<file path="src/rtl/mc_pkg.sv">
// Shared definitions for the multicycle RISC-V control path: FSM states,
// opcodes, ALU operation codes and the immediate-format decode helper.
package mc_pkg;

    typedef enum logic [3:0] {
        S_FETCH,
        S_DECODE,
        S_MEMADR,
        S_MEMREAD,
        S_MEMWB,
        S_MEMWRITE,
        S_EXECUTER,
        S_EXECUTEI,
        S_ALUWB,
        S_BEQ,
        S_JAL
    } statetype_t;

    localparam logic [6:0] OP_LW  = 7'b0000011;
    localparam logic [6:0] OP_SW  = 7'b0100011;
    localparam logic [6:0] OP_R   = 7'b0110011;
    localparam logic [6:0] OP_I   = 7'b0010011;
    localparam logic [6:0] OP_JAL = 7'b1101111;
    localparam logic [6:0] OP_BEQ = 7'b1100011;

    localparam logic [2:0] ALU_ADD = 3'b000;
    localparam logic [2:0] ALU_SUB = 3'b001;
    localparam logic [2:0] ALU_AND = 3'b010;
    localparam logic [2:0] ALU_OR  = 3'b011;
    localparam logic [2:0] ALU_SLT = 3'b100;

    localparam logic [1:0] ALUOP_ADD = 2'b00;
    localparam logic [1:0] ALUOP_SUB = 2'b01;
    localparam logic [1:0] ALUOP_FN  = 2'b10;

    localparam logic [1:0] IMM_I = 2'b00;
    localparam logic [1:0] IMM_S = 2'b01;
    localparam logic [1:0] IMM_B = 2'b10;
    localparam logic [1:0] IMM_J = 2'b11;

    function automatic logic [1:0] imm_src(input logic [6:0] op);
        logic [1:0] imm;
        imm = IMM_I;
        case (op)
            OP_SW:   imm = IMM_S;
            OP_BEQ:  imm = IMM_B;
            OP_JAL:  imm = IMM_J;
            default: imm = IMM_I;
        endcase
        return imm;
    endfunction

endpackage

</file>
<file path="src/rtl/mc_control_fsm_alu_decoder.sv">
// ALU operation decode: maps the FSM's ALUOp class plus instruction fields
// to the 3-bit ALUControl code consumed by the ALU.
module alu_decoder
    import mc_pkg::*;
(
    input  logic [1:0] alu_op_i,
    input  logic [2:0] funct3_i,
    input  logic       op5_i,
    input  logic       funct7b5_i,
    output logic [2:0] alu_control_o
);

    always_comb begin
        alu_control_o = ALU_ADD;
        case (alu_op_i)
            ALUOP_ADD: alu_control_o = ALU_ADD;
            ALUOP_SUB: alu_control_o = ALU_SUB;
            ALUOP_FN: begin
                case (funct3_i)
                    // Only R-type (op[5]=1) can request sub; addi ignores funct7b5.
                    3'b000:  alu_control_o = (op5_i & funct7b5_i) ? ALU_SUB : ALU_ADD;
                    3'b010:  alu_control_o = ALU_SLT;
                    3'b110:  alu_control_o = ALU_OR;
                    3'b111:  alu_control_o = ALU_AND;
                    default: alu_control_o = ALU_ADD;
                endcase
            end
            default: alu_control_o = ALU_ADD;
        endcase
    end

endmodule

</file>
<file path="src/rtl/mc_control_fsm.sv">
// Multicycle RISC-V control FSM driving ALU control, mux selects and enables.
// Optional macro CTRL_BNE_EN adds bne (funct3=001) resolution in the BEQ state.
module mc_control_fsm
    import mc_pkg::*;
#(
    parameter statetype_t RESET_STATE = S_FETCH
) (
    input  logic       clk,
    input  logic       reset,
    input  logic [6:0] op,
    input  logic [2:0] funct3,
    input  logic       funct7b5,
    input  logic       zero,
    output logic [2:0] ALUControl,
    output logic [1:0] ALUSrcA,
    output logic [1:0] ALUSrcB,
    output logic [1:0] ResultSrc,
    output logic [1:0] ImmSrc,
    output logic       AdrSrc,
    output logic       IRWrite,
    output logic       PCWrite,
    output logic       RegWrite,
    output logic       MemWrite,
    output logic       illegal_op
);

    statetype_t state_q, state_d;

    logic [1:0] alu_op;
    logic       pc_update;
    logic       branch;
    logic       taken;
    logic       ir_write_raw;
    logic       reg_write_raw;
    logic       mem_write_raw;
    logic       illegal_raw;

    always_ff @(posedge clk or posedge reset) begin
        if (reset) state_q <= RESET_STATE;
        else       state_q <= state_d;
    end

    always_comb begin
        state_d       = S_FETCH;
        alu_op        = ALUOP_ADD;
        ALUSrcA       = 2'b00;
        ALUSrcB       = 2'b00;
        ResultSrc     = 2'b00;
        AdrSrc        = 1'b0;
        ir_write_raw  = 1'b0;
        pc_update     = 1'b0;
        branch        = 1'b0;
        reg_write_raw = 1'b0;
        mem_write_raw = 1'b0;
        illegal_raw   = 1'b0;
        case (state_q)
            S_FETCH: begin
                state_d      = S_DECODE;
                ir_write_raw = 1'b1;
                ALUSrcB      = 2'b10;
                ResultSrc    = 2'b10;
                pc_update    = 1'b1;
            end
            S_DECODE: begin
                ALUSrcA = 2'b01;
                ALUSrcB = 2'b01;
                case (op)
                    OP_LW, OP_SW: state_d = S_MEMADR;
                    OP_R:         state_d = S_EXECUTER;
                    OP_I:         state_d = S_EXECUTEI;
                    OP_JAL:       state_d = S_JAL;
                    OP_BEQ:       state_d = S_BEQ;
                    default: begin
                        state_d     = S_FETCH;
                        illegal_raw = 1'b1;
                    end
                endcase
            end
            S_MEMADR: begin
                state_d = (op == OP_SW) ? S_MEMWRITE : S_MEMREAD;
                ALUSrcA = 2'b10;
                ALUSrcB = 2'b01;
            end
            S_MEMREAD: begin
                state_d = S_MEMWB;
                AdrSrc  = 1'b1;
            end
            S_MEMWB: begin
                ResultSrc     = 2'b01;
                reg_write_raw = 1'b1;
            end
            S_MEMWRITE: begin
                AdrSrc        = 1'b1;
                mem_write_raw = 1'b1;
            end
            S_EXECUTER: begin
                state_d = S_ALUWB;
                ALUSrcA = 2'b10;
                alu_op  = ALUOP_FN;
            end
            S_EXECUTEI: begin
                state_d = S_ALUWB;
                ALUSrcA = 2'b10;
                ALUSrcB = 2'b01;
                alu_op  = ALUOP_FN;
            end
            S_ALUWB: begin
                reg_write_raw = 1'b1;
            end
            S_BEQ: begin
                ALUSrcA = 2'b10;
                alu_op  = ALUOP_SUB;
                branch  = 1'b1;
            end
            S_JAL: begin
                state_d   = S_ALUWB;
                ALUSrcA   = 2'b01;
                ALUSrcB   = 2'b10;
                pc_update = 1'b1;
            end
            default: state_d = S_FETCH;
        endcase
    end

`ifdef CTRL_BNE_EN
    always_comb begin
        case (funct3)
            3'b000:  taken = zero;
            3'b001:  taken = ~zero;
            default: taken = 1'b0;
        endcase
    end
`else
    assign taken = zero;
`endif

    alu_decoder u_alu_decoder (
        .alu_op_i      (alu_op),
        .funct3_i      (funct3),
        .op5_i         (op[5]),
        .funct7b5_i    (funct7b5),
        .alu_control_o (ALUControl)
    );

    assign ImmSrc = imm_src(op);

    // Enables are gated by reset directly so they drop the instant reset rises.
    assign IRWrite    = ir_write_raw & ~reset;
    assign PCWrite    = (pc_update | (branch & taken)) & ~reset;
    assign RegWrite   = reg_write_raw & ~reset;
    assign MemWrite   = mem_write_raw & ~reset;
    assign illegal_op = illegal_raw & ~reset;

endmodule

</file>
<file path="config.mk">
export PLATFORM = sky130hd
export DESIGN_NAME = mc_control_fsm
export DESIGN_NICKNAME = d
export VERILOG_FILES = /design/src/rtl/mc_pkg.sv /design/src/rtl/mc_control_fsm_alu_decoder.sv /design/src/rtl/mc_control_fsm.sv
export SDC_FILE = /design/constraint.sdc
export NUM_CORES = 1
export LEC_CHECK = 0
export BUFFER_PORTS_ARGS = -buffer_cell sky130_fd_sc_hd__buf_2
export CELL_PAD_IN_SITES_DETAIL_PLACEMENT = 1
export CELL_PAD_IN_SITES_GLOBAL_PLACEMENT = 1
export CORE_UTILIZATION = 29
export DETAILED_ROUTE_END_ITERATION = 6
export GPL_ROUTABILITY_DRIVEN = 0
export PLACE_DENSITY_LB_ADDON = 0.12
export SETUP_SLACK_MARGIN = 0.1
export SYNTH_ARGS = -nofsm -noshare
export SYNTH_HDL_FRONTEND = slang
export SYNTH_SLANG_ARGS = --single-unit
</file>
<file path="constraint.sdc">
create_clock -name clk -period 1.62 [get_ports clk]
set_input_delay 0.081 -clock clk [delete_from_list [all_inputs] [get_ports clk]]
set_output_delay 0.081 -clock clk [all_outputs]
set_load 0.03 [all_outputs]
</file>
==> flow_metrics.env <==
export IMPL_finalHoldViolations=0
export IMPL_critical_path_peak_fanout=3
export IMPL_cell_internal_pwr_uw=560.8
export IMPL_syn2layout_area_growth_pct=102.8
export IMPL_largest_family_of_logic_cells_by_synthesized_area="simple AND/OR/NAND/NOR gates"
export IMPL_layout_setup_ws_ns=-0.1659
export IMPL_gr_usage_all_layers=0.2223
export IMPL_achievable_frequency_mhz=559.9
export IMPL_floorplan_rows=15
export IMPL_synth_sequential_area_ratio=0.1717
export IMPL_route_final_wire_length_mm=2.876
export IMPL_firstDrtPassIters=4
export IMPL_top_register="state_q"
export IMPL_hp_class="in2reg"
export IMPL_synth_nets=95
export IMPL_timing_setup_critical_path_class="reg2out"
export IMPL_routed_via_density=5.483
export IMPL_pwr_share_clk=0.106
export IMPL_synth_simple_area_share=0.4249
export IMPL_clk_path_buf_depth=2
export IMPL_crit_required_ns=1.54
export IMPL_detailedPlacementHpwl_mm=1.444
export IMPL_cts_inserted_buffers=3
export IMPL_power_frac_comb=0.775
export IMPL_rsz0062_at_grt="yes"
export IMPL_setup_worst_path_start_class="register"
export IMPL_finalNetCount=142
export IMPL_grt_overflow_total=0
export IMPL_violations="setup timing"
export IMPL_finalPower_uw=1132
export IMPL_antenna_left=0
export IMPL_yosys_area_share_xor_xnor=0.06009
export IMPL_setup_total_negative_slack_ns=-0.8611
export IMPL_whs_ns=0.2071
export IMPL_layout_drive_gt1_share=0.6048
export IMPL_detailroute_via_count=817
export IMPL_run_status="complete, but fails checks"
export IMPL_drtIter0Drc=11
export IMPL_max_slew_margin=0.6906
export IMPL_root_buf_cell="sky130_fd_sc_hd__clkbuf_4"
export IMPL_tightest_slew_ns=0.4640
export IMPL_yosysUniqueCellTypes=41
export IMPL_largest_register_ffs=4
export IMPL_yosys_register_bits=4
export IMPL_net_switching_uw=570.9
export IMPL_cap_viol_max_count=0
export IMPL_period_minus_slack_ns=1.786
export IMPL_drt_drc_violations_left=0
export IMPL_synth_avg_cell_area_um2=7.380
export IMPL_timing_max_transition_violations_final=0
export IMPL_multiplexer_fraction_of_the_synthesized_cell_area=0.01717
export IMPL_critical_path_endpoint_type="output pin"
export IMPL_start_util=0.3236
export IMPL_max_vdd_ir_drop_mv=0.5675
export IMPL_finalCoreUtilization=0.6563
export IMPL_min_period_over_period=1.102
export IMPL_layout_skew_ns=0.001798
export IMPL_mappedNetlistArea_um2=583.1
export IMPL_ys_warnings_count=0
export IMPL_setup_violations=8
export IMPL_placement_io_buffers=30
export IMPL_die_area_um2=2194
export IMPL_via_count_of_the_first_global_routing_pass=746
export IMPL_chipHeight_um=46.84
export IMPL_core_um2=1802
export IMPL_cts_tree="done"
export IMPL_adder_and_majority_gate_portion_of_the_synthesized_area=0.04292
export IMPL_cellLeakagePower_uw=0.0005033
export IMPL_floorplan_die_width_um=46.84
export IMPL_clock_latency_on_the_worst_skew_pair_ns=0.23
export IMPL_power_sequential_fraction=0.118
export IMPL_routedWlPerCell_um=19.30
export IMPL_i_o_pin_count=31
export IMPL_grt_pass1_wl_mm=3.346
export IMPL_clkSlewWorstSetupHoldPaths_ns=0.04
export IMPL_largestRegisters="state_q x4"
export IMPL_pin_count_of_the_biggest_net_entering_global_routing=17
export IMPL_antenna_found_initial=0
export IMPL_worst_ep_arrival_time_ns=1.70
export IMPL_tritoncts_num_sinks=4
export IMPL_insertedDiodeCount=0
export IMPL_synth_compound_area_share=0.1824
export IMPL_syn_inst=79
export IMPL_power_density_nw_per_um2=957.2
export IMPL_ctsHtreeMaxLevel=1
export IMPL_switching_share=0.5045
[synthesized netlist by cell type (all sizes together)]
master / number / area, um2
and3b: 1 / 8.760
nand4bb: 1 / 11.26
a31oi: 1 / 6.260
inv: 7 / 26.28
nor2: 6 / 22.52
a32o: 1 / 10.01
nor3: 6 / 35.03
nor2b: 2 / 12.51
xnor2: 2 / 17.52
o31ai: 1 / 7.510
nand3: 2 / 10.01
or2: 1 / 6.260
o21ai: 1 / 5.000
and3: 4 / 25.02
a21oi: 3 / 15.01
or3: 1 / 6.260
nor4: 2 / 12.51
a211o: 1 / 8.760
a22oi: 1 / 7.510
buf: 3 / 21.27
xor2: 2 / 17.52
clkbuf: 3 / 11.26
o211ai: 1 / 7.510
nand4: 1 / 6.260
nand4b: 1 / 8.760
nand2: 5 / 18.77
ha: 2 / 25.02
and4bb: 1 / 12.51
o21bai: 1 / 7.510
nor4b: 1 / 8.760
and2: 2 / 12.51
a2111oi: 2 / 23.77
mux2i: 1 / 10.01
nand2b: 2 / 12.51
and4b: 1 / 10.01
dfrtp: 4 / 100.1
nor3b: 1 / 7.510
o21a: 1 / 7.510
[layer usage]
| metal | global-route usage | routed length (um) | part of all wire | vias up |
|---|---|---|---|---|
| met4 | 0.08571 | 82 | 0.029 | 0 |
| met5 | 0 | 0 | 0 | - |
| met2 | 0.4194 | 1497 | 0.52 | 31 |
| li1 | - | - | - | 377 |
| met1 | 0.2541 | 1179 | 0.41 | 399 |
| met3 | 0.02308 | 117 | 0.041 | 10 |
[critical path, cell delays in order (launching register included)]
cell and delay, ns:
sky130_fd_sc_hd__dfrtp_1 0.42, sky130_fd_sc_hd__and4bb_4 0.25, sky130_fd_sc_hd__inv_2 0.10, sky130_fd_sc_hd__ha_4 0.14, sky130_fd_sc_hd__inv_1 0.04, sky130_fd_sc_hd__a211o_1 0.26, sky130_fd_sc_hd__a21oi_4 0.13, sky130_fd_sc_hd__buf_6 0.14
[cell type report]
class / count / area [um2]
clock buffers: 3 / 22.52
multi-input cells: 62 / 618.1
flip-flops and latches: 4 / 100.1
inverters: 7 / 26.28
repair buffers: 48 / 384.1
fillers: 214 / 619.3
well taps: 25 / 31.28
[placed cells by master (no fill, tap or decap), types with 2 or more instances in the layout]
| cell | Yosys | routed |
|---|---|---|
| sky130_fd_sc_hd__and3_4 | 0 | 2 |
| sky130_fd_sc_hd__nor2b_2 | 0 | 2 |
| sky130_fd_sc_hd__nor3_2 | 1 | 2 |
| sky130_fd_sc_hd__dfrtp_1 | 4 | 4 |
| sky130_fd_sc_hd__nor4_4 | 0 | 2 |
| sky130_fd_sc_hd__nor2_1 | 6 | 5 |
| sky130_fd_sc_hd__nand3_1 | 2 | 2 |
| sky130_fd_sc_hd__ha_4 | 0 | 2 |
| sky130_fd_sc_hd__inv_1 | 7 | 5 |
| sky130_fd_sc_hd__nor3_1 | 5 | 3 |
| sky130_fd_sc_hd__a2111oi_4 | 0 | 2 |
| sky130_fd_sc_hd__xnor2_1 | 2 | 2 |
| sky130_fd_sc_hd__buf_2 | 2 | 16 |
| sky130_fd_sc_hd__clkbuf_4 | 0 | 3 |
| sky130_fd_sc_hd__nand2_1 | 5 | 4 |
| sky130_fd_sc_hd__inv_2 | 0 | 2 |
| sky130_fd_sc_hd__nand2b_4 | 0 | 2 |
| sky130_fd_sc_hd__and2_1 | 2 | 2 |
| sky130_fd_sc_hd__buf_4 | 0 | 17 |
| sky130_fd_sc_hd__buf_6 | 1 | 13 |
| sky130_fd_sc_hd__a21oi_1 | 3 | 2 |
| sky130_fd_sc_hd__and3_1 | 4 | 2 |
[worst paths after layout]
| path | start | end | slack [ns] | cells past startpoint |
|---|---|---|---|---|
| max in group asynchronous | reset | state_q[3] | 1.02 | 3 |
| setup / recovery | state_q[3] | ALUControl[0] | -0.17 | 7 |
| hold reg to reg | state_q[0] | state_q[0] | 0.74 | 2 |
| min in group asynchronous | reset | state_q[2] | 0.42 | 3 |
| hold / removal | op[4] | state_q[2] | 0.21 | 3 |
| setup reg to reg | state_q[2] | state_q[1] | 0.13 | 5 |
[cells by family (layout without fill, tap and decap cells)]
group / count (synthesis) / count (layout)
fa+ha+maj: 2 / 2
simple gates: 41 / 41
flops: 4 / 4
mux: 1 / 1
compound gates: 14 / 14
buf+inv: 13 / 58
xor+xnor: 4 / 4
[power groups by stage]
| stage | registers (uW) | logic (uW) | clock network (uW) |
|---|---|---|---|
| detailed placement | 130 | 626 | 0 |
| global placement | 129 | 613 | 0 |
| finish | 134 | 877 | 120 |
| CTS | 127 | 720 | 126 |
| global route | 134 | 914 | 134 |
| floorplan | 124 | 454 | 0 |
[metrics by stage]
stage / setup slack, ns / cells / area (um2)
2_1_floorplan: -0.1093 / 79 / 638.1
3_3_place_gp: 0.003783 / 138 / 862.1
3_5_place_dp: -0.0007504 / 138 / 862.1
4_1_cts: -0.1815 / 147 / 1051
5_1_grt: -0.2014 / 149 / 1182
6_report: -0.1659 / 149 / 1182
[timing repair]
| action | in CTS | in global routing |
|---|---|---|
| pin swaps | 4 | 9 |
| resized for setup | 27 | 26 |
| hold buffers | 1 | 0 |
| setup buffers | 5 | 3 |
| endpoints found under the setup margin | 10 | 15 |
| endpoints found under the hold margin | 4 | 0 |
Power figures use the tool's default switching activity.
